--- src/rtl/ahb_split_slave.sv ---
// AHB word-storage slave that SPLITs masters without a release ticket and frees
// them one at a time (lowest index first) through HSPLIT after a fixed delay.
module ahb_split_slave #(
  parameter int unsigned SPLIT_DELAY = 8,
  parameter int unsigned MEM_WORDS   = 16
) (
  input  logic        HCLK,
  input  logic        HRESETn,
  input  logic        HSEL,
  input  logic [31:0] HADDR,
  input  logic [1:0]  HTRANS,
  input  logic        HWRITE,
  input  logic [2:0]  HSIZE,
  input  logic [31:0] HWDATA,
  input  logic        HREADY,
  input  logic [3:0]  HMASTER,
  input  logic        HMASTLOCK,
  output logic [31:0] HRDATA,
  output logic        HREADYOUT,
  output logic [1:0]  HRESP,
  output logic [15:0] HSPLIT
);
  localparam int AW = (MEM_WORDS > 1) ? $clog2(MEM_WORDS) : 1;

  typedef enum logic [2:0] {IDLE, XFER, SPLIT1, SPLIT2, ERR1, ERR2} state_e;

  state_e         state_q, state_d;
  logic [15:0]    pending_q, pending_d, ready_q, ready_d, hsplit_q, hsplit_d;
  logic [7:0]     cnt_q, cnt_d;
  logic [AW-1:0]  addr_q, addr_d;
  logic           write_q, write_d;
  logic [31:0]    mem_q [MEM_WORDS];

  logic           accept, release_now;
  logic [15:0]    mst_vec, rel_vec;
  logic [31:0]    word_sel;
  logic           unused_ok;

  assign word_sel    = {28'd0, HADDR[5:2]} % MEM_WORDS;
  assign unused_ok   = ^{HADDR[31:6], HADDR[1:0], HTRANS[0], word_sel[31:AW]};
  assign accept      = HSEL & HREADY & HTRANS[1];
  assign mst_vec     = 16'd1 << HMASTER;
  assign release_now = (pending_q != 16'd0) && (cnt_q == 8'd1);
  // Isolate the lowest pending master so only one HSPLIT bit can ever fire.
  assign rel_vec     = release_now ? (pending_q & (~pending_q + 16'd1)) : 16'd0;
  assign hsplit_d    = rel_vec;

  always_comb begin
    state_d   = IDLE;
    addr_d    = addr_q;
    write_d   = write_q;
    pending_d = pending_q & ~rel_vec;
    ready_d   = ready_q;
    case (state_q)
      SPLIT1:  state_d = SPLIT2;
      ERR1:    state_d = ERR2;
      default: begin
        if (accept) begin
          if (HSIZE != 3'b010) begin
            state_d = ERR1;
          end else if (HMASTLOCK || ready_q[HMASTER]) begin
            state_d = XFER;
            addr_d  = word_sel[AW-1:0];
            write_d = HWRITE;
            ready_d = ready_q & ~mst_vec;
          end else begin
            state_d   = SPLIT1;
            pending_d = pending_d | mst_vec;
          end
        end
      end
    endcase
    ready_d = ready_d | rel_vec;
    // Timer (re)starts only on empty->busy or after a release; re-splits don't restart it.
    if ((pending_q == 16'd0) || release_now)
      cnt_d = (pending_d != 16'd0) ? 8'(SPLIT_DELAY) : 8'd0;
    else
      cnt_d = cnt_q - 8'd1;
  end

  always_comb begin
    HREADYOUT = 1'b1;
    HRESP     = 2'b00;
    case (state_q)
      SPLIT1:  begin HREADYOUT = 1'b0; HRESP = 2'b11; end
      SPLIT2:  HRESP = 2'b11;
      ERR1:    begin HREADYOUT = 1'b0; HRESP = 2'b01; end
      ERR2:    HRESP = 2'b01;
      default: ;
    endcase
  end

  assign HRDATA = (state_q == XFER && !write_q) ? mem_q[addr_q] : 32'd0;
  assign HSPLIT = hsplit_q;

  always_ff @(posedge HCLK or negedge HRESETn) begin
    if (!HRESETn) begin
      state_q   <= IDLE;
      pending_q <= 16'd0;
      ready_q   <= 16'd0;
      hsplit_q  <= 16'd0;
      cnt_q     <= 8'd0;
      addr_q    <= '0;
      write_q   <= 1'b0;
      for (int i = 0; i < int'(MEM_WORDS); i++) mem_q[i] <= 32'd0;
    end else begin
      state_q   <= state_d;
      pending_q <= pending_d;
      ready_q   <= ready_d;
      hsplit_q  <= hsplit_d;
      cnt_q     <= cnt_d;
      addr_q    <= addr_d;
      write_q   <= write_d;
      if (state_q == XFER && write_q) mem_q[addr_q] <= HWDATA;
    end
  end
endmodule

--- config.mk ---
export PLATFORM = sky130hd
export DESIGN_NAME = ahb_split_slave
export DESIGN_NICKNAME = d
export VERILOG_FILES = /design/src/rtl/ahb_split_slave.sv
export SDC_FILE = /design/constraint.sdc
export NUM_CORES = 1
export LEC_CHECK = 0
export CAP_MARGIN = 30
export CORE_MARGIN = 1.5
export CORE_UTILIZATION = 60
export CTS_CLUSTER_SIZE = 16
export DETAILED_ROUTE_END_ITERATION = 12
export GPL_TIMING_DRIVEN = 0
export PLACE_DENSITY = 0.87
export SETUP_SLACK_MARGIN = 0.05
export SYNTH_ARGS = -nofsm -noshare
export SYNTH_HDL_FRONTEND = slang
export SYNTH_SLANG_ARGS = --single-unit
--- constraint.sdc ---
create_clock -name HCLK -period 3.2 [get_ports HCLK]
set_clock_uncertainty 0.15 [all_clocks]
set_input_delay 0.48 -clock HCLK [delete_from_list [all_inputs] [get_ports HCLK]]
set_output_delay 0.48 -clock HCLK [all_outputs]
set_load 0.005 [all_outputs]
* Word-level counts from Yosys, hierarchy flattened
Cells that the tools add are included.
Storage, ports and cells: bits in registers 576, input port bits 79, output and inout port bits 51, word-level logic and storage cells 89
Cells by class: add/subtract/negate cells 2, $lt $le $gt $ge 3, equality and inequality tests 7, shift-type cells 1, mux-type cells 26, bitwise gates (word level) 13, reductions and logical operators 14
Operators with widths (count):
- bitwise mux 512 bit | 1
- two-way mux 16 bit | 9
- binary-select mux 32 bit (select 4 bit) | 1
- demux 32 bit (select 4 bit) | 1
- two-way mux 32 bit | 4
- bitwise AND 16 bit | 3
- NOT 16 bit | 3
- OR 16 bit | 2
- nonzero test 16 bit | 2
- adder 16 x 1 -> 16 bit, second input constant | 1
- logical NOT 16 bit | 1
- << shifter 1 x 4 -> 16 bit, first input constant | 1
- equality test 8 x 1 -> 1 bit, second input constant | 1
- two-way mux 8 bit | 1
- subtractor 8 x 1 -> 8 bit, second input constant | 1
- equality test 3 x 2 -> 1 bit, second input constant | 2
- equality test 3 bit, second input constant | 2
- two-way mux 3 bit | 2
- one-hot mux 3 bit (2 select lines) | 1
- OR reduction 2 bit | 3
- >= comparator 5 bit, second input constant | 1
- less-than comparator 4 x 5 -> 1 bit, second input constant | 1
- less-than comparator 5 x 1 -> 1 bit, second input constant | 1
- NOT 4 -> 5 bit | 1
- 13 further kinds | 20

* Logic depth before layout (Yosys ltp)
depth after elaboration 14, mapped depth 9, depth with buffers taken out 8

* Worst setup path after synthesis
No wires, ideal clock.
path type register to output, start point reg addr_q[0], end point out HRDATA[10], arrival 2.189 ns, slack 0.381 ns, stages on the path, launching flop included 6, buffers on the path 2, cells stage by stage dfrtp_1 -> clkbuf_1 -> clkbuf_1 -> mux4_2 -> mux4_2 -> nor2b_1
On the way: cells in the longest elaborated chain, start to end 5
RTL lines:
- from (decl) | RTL line 30 | logic [AW-1:0] addr_q, addr_d;
- from (signal assigned) | RTL line 112 | addr_q <= addr_d;
- NOT 4 -> 5 bit (implied by the code) | RTL line 93 | assign HRDATA = (state_q == XFER && !write_q) ? mem_q[addr_q] : 32'd0;
- binary-select mux 32 bit (select 4 bit) | RTL line 93
- two-way mux 32 bit (implied by the code) (2 in a row) | RTL line 93
- two-way mux 32 bit | RTL line 93
- to (decl) | RTL line 18 | output logic [31:0] HRDATA,
No other way between the ends. The select of a mux whose other input is x is not followed.

* Worst setup path in the final report
start point reg addr_q[0], end point out HRDATA[8]
Same word-level chain as after synthesis.

==> flow_summary_export.csv <==
group,metric,value,unit
route,ant_nets,0,
synthesis,synth_top_area_cell,"dfrtp_1",
power_and_ir_drop,power.density,642,mW/mm^2
synthesis,synth_top_area_share,0.552,
grt,grt_antenna_before_repair,2,
sta,fmax,0.280,GHz
clocking,clkTransAtPathRegs,0.06,ns
synthesis,syn-instance-count,1664,
sta,slew_headroom,0.319,
clocking,h-tree-depth,2,
final_layout,final_cell_mix,"574 x dfrtp_1, 513 x mux2_2, 161 x mux4_2",
synthesis,yosysWarnings,0,
route,drt-initial-drc-count,1531,
route,totalWireLength,68000,um
synthesis,ys.flop_type,"dfrtp_1",
critical_path,critPathLaunchType,"flip-flop",
grt,grt_pass1_vias,17215,
route,route.detailed.drc,0,
clocking,clk_latency,0.62,ns
critical_path,worstPathRequired,2.57,ns
route,via_per_inst,6.48,
run_status,violations,"setup timing",
critical_path,reg2regPathDepth,5,
synthesis,post_synth_num_cell_types,55,
floorplan,dieArea,0.0447,mm^2
power_and_ir_drop,p_leak,13.3,nW
sta,grt_setup_unrepaired,"yes",
critical_path,r2r-start,"state_q[2]",
floorplan,ios,130,
synthesis,synth-edff-count,0,
route,vias,16176,
clocking,cts_sinks,576,
synthesis,seq_area_frac_synth,0.552,
final_layout,area_growth,17.5,%
placed_design,place_inst,2360,
sta,worstMarginPinSlew,1.02,ns
clocking,cts-root-buf,"clkbuf_16",
placed_design,port_buffers,99,
grt,grt_pass1_wl,104000,um
sta,setup-violations-final,32,
critical_path,crit_arrival,2.95,ns
clocking,numCtsBuffers,57,
power_and_ir_drop,ir_worst_vdd,0.494,mV
sta,setup_tns,-10.63,ns
run_status,status,"complete, but fails checks",
placed_design,hpwl,40800,um
final_layout,stdcell_count,2496,
final_layout,final_nets,1947,
critical_path,critPathCaptureType,"primary output",
sta,finalCritPeriodShare,1.12,
floorplan,die_h,212,um
final_layout,stdcell_area,0.0307,mm^2
floorplan,core,0.0430,mm^2
synthesis,syn_nets,1745,
flow_run,maxCapViolCount,0,
sta,slew_violations,0,
sta,hold_violations,0,
synthesis,ys_ff_latch,576,
grt,grt_use_total,0.315,
grt,grt.overflow.total,0,
route,wl_per_cell,27.3,um
sta,fin_crit,3.58,ns
placed_design,place_ws,-0.806,ns
final_layout,fin_util,0.714,
clocking,clk_path_buf_depth,3,
synthesis,synth_area,0.0261,mm^2
floorplan,initial_core_util,0.607,
synthesis,syn_avg_cell_area,15.7,um^2
clocking,cts_tree,"built",
floorplan,core.rowCount,76,
grt,grt_max_degree,121,
critical_path,reg2reg_slack,0.03,ns
worst_hold_path,hp-class,"in2async",
route,drtPass1Iterations,6,
final_layout,layout-drive-gt1-share,0.493,
sta,setup_ws,-0.378,ns
synthesis,async_reset_ff_frac,1.00,
placed_design,placed_area,0.0281,mm^2
synthesis,synthTopCellsByArea,"dfrtp_1 55%, mux2_2 22%, mux4_2 14%",
floorplan,fp.dieW,212,um
critical_path,path_max_fanout,6,
final_layout,final_common_cell,"dfrtp_1",
critical_path,reg2reg_to,"mem_q[508]",
critical_path,critical_path_class,"reg2out",
placed_design,place.gp.congestion,0.861,
[stage by stage]
stage	hold WS (ns)	power (mW)
2_1_floorplan	0.0344	10.9
3_3_place_gp	0.325	12.1
3_5_place_dp	0.277	12.3
4_1_cts	0.222	19.6
5_1_grt	0.270	20.3
6_report	0.223	19.7
[report_power, final]
part,internal (mW),total (mW),switching (mW)
registers,7.92,8.31,0.384
logic,2.63,4.67,2.04
clock network,3.82,6.71,2.89
[worst max-delay path: stages (launching register included)]
cell and delay (ns):
dfrtp_2 0.45, buf_4 0.16, buf_6 0.13, buf_6 0.11
buf_8 0.12, buf_12 0.14, mux4_2 0.46, mux4_2 0.48
nor2b_4 0.14, buf_2 0.14
[final cells by class]
cell class,count,area [um^2]
sequential,576,14400
fill,2592,12300
multi-input combinational,940,11200
timing repair buffer,147,1630
clock buffer,78,1600
buffer,130,771
tap,585,732
clock inverter,25,260
inverter,14,52.6
antenna,1,2.50
[cells in the mapped netlist, types with 6 or more instances]
cell	n
buf_1	32
buf_2	29
buf_4	6
clkbuf_1	67
dfrtp_1	576
inv_1	13
mux2_2	513
mux4_2	161
nand2_1	37
nand2b_1	18
nand3_1	8
nor2_1	28
nor2b_1	42
nor3_1	13
nor4_1	7
o21ai_0	22
o31ai_1	9
[flip-flops by register name, summed over array words and instances, names as in the netlist]
register / count
HSPLIT: 16
addr_q: 4
cnt_q: 8
mem_q: 512
pending_q: 16
ready_q: 16
state_q: 3
write_q: 1
[routing by layer]
metal | up-vias | GRT usage | share of wire
met5 | - | 0 | 0.00019
met4 | 2 | 0.153 | 0.045
met3 | 207 | 0.0593 | 0.072
met2 | 698 | 0.495 | 0.48
met1 | 8632 | 0.427 | 0.40
li1 | 6637 | - | -
[what timing repair did]
item,CTS,global route
resized for setup,264,18
setup endpoints to repair,117,33
hold buffers,1,0
buffers inserted,22,6
hold endpoints to repair,52,0
pin swaps,0,0
cloned,8,0
[worst max path at each step]
stage	endpoint	startpoint	depth (start not counted)
floorplan	HRDATA[10]	addr_q[0]	5
global placement	mem_q[112]	HRESETn	1
detailed placement	HRDATA[21]	addr_q[1]	7
CTS	HRDATA[23]	addr_q[0]	9
global route	HRDATA[8]	addr_q[0]	9
finish	HRDATA[8]	addr_q[0]	9
[cell families (layout without fill, tap and decap cells)]
family | Yosys count | count (layout) | synth area share
other | 0 | 1 | 0
DFF | 576 | 576 | 0.552
AOI/OAI and AO/OA | 66 | 66 | 0.0182
adders and majority gates | 2 | 2 | 0.000959
buffers and inverters | 148 | 394 | 0.0235
xor gates and xnor gates | 6 | 6 | 0.00201
and+or+nand+nor | 184 | 184 | 0.0393
muxes | 682 | 682 | 0.364
Power figures use the tool's default switching activity.
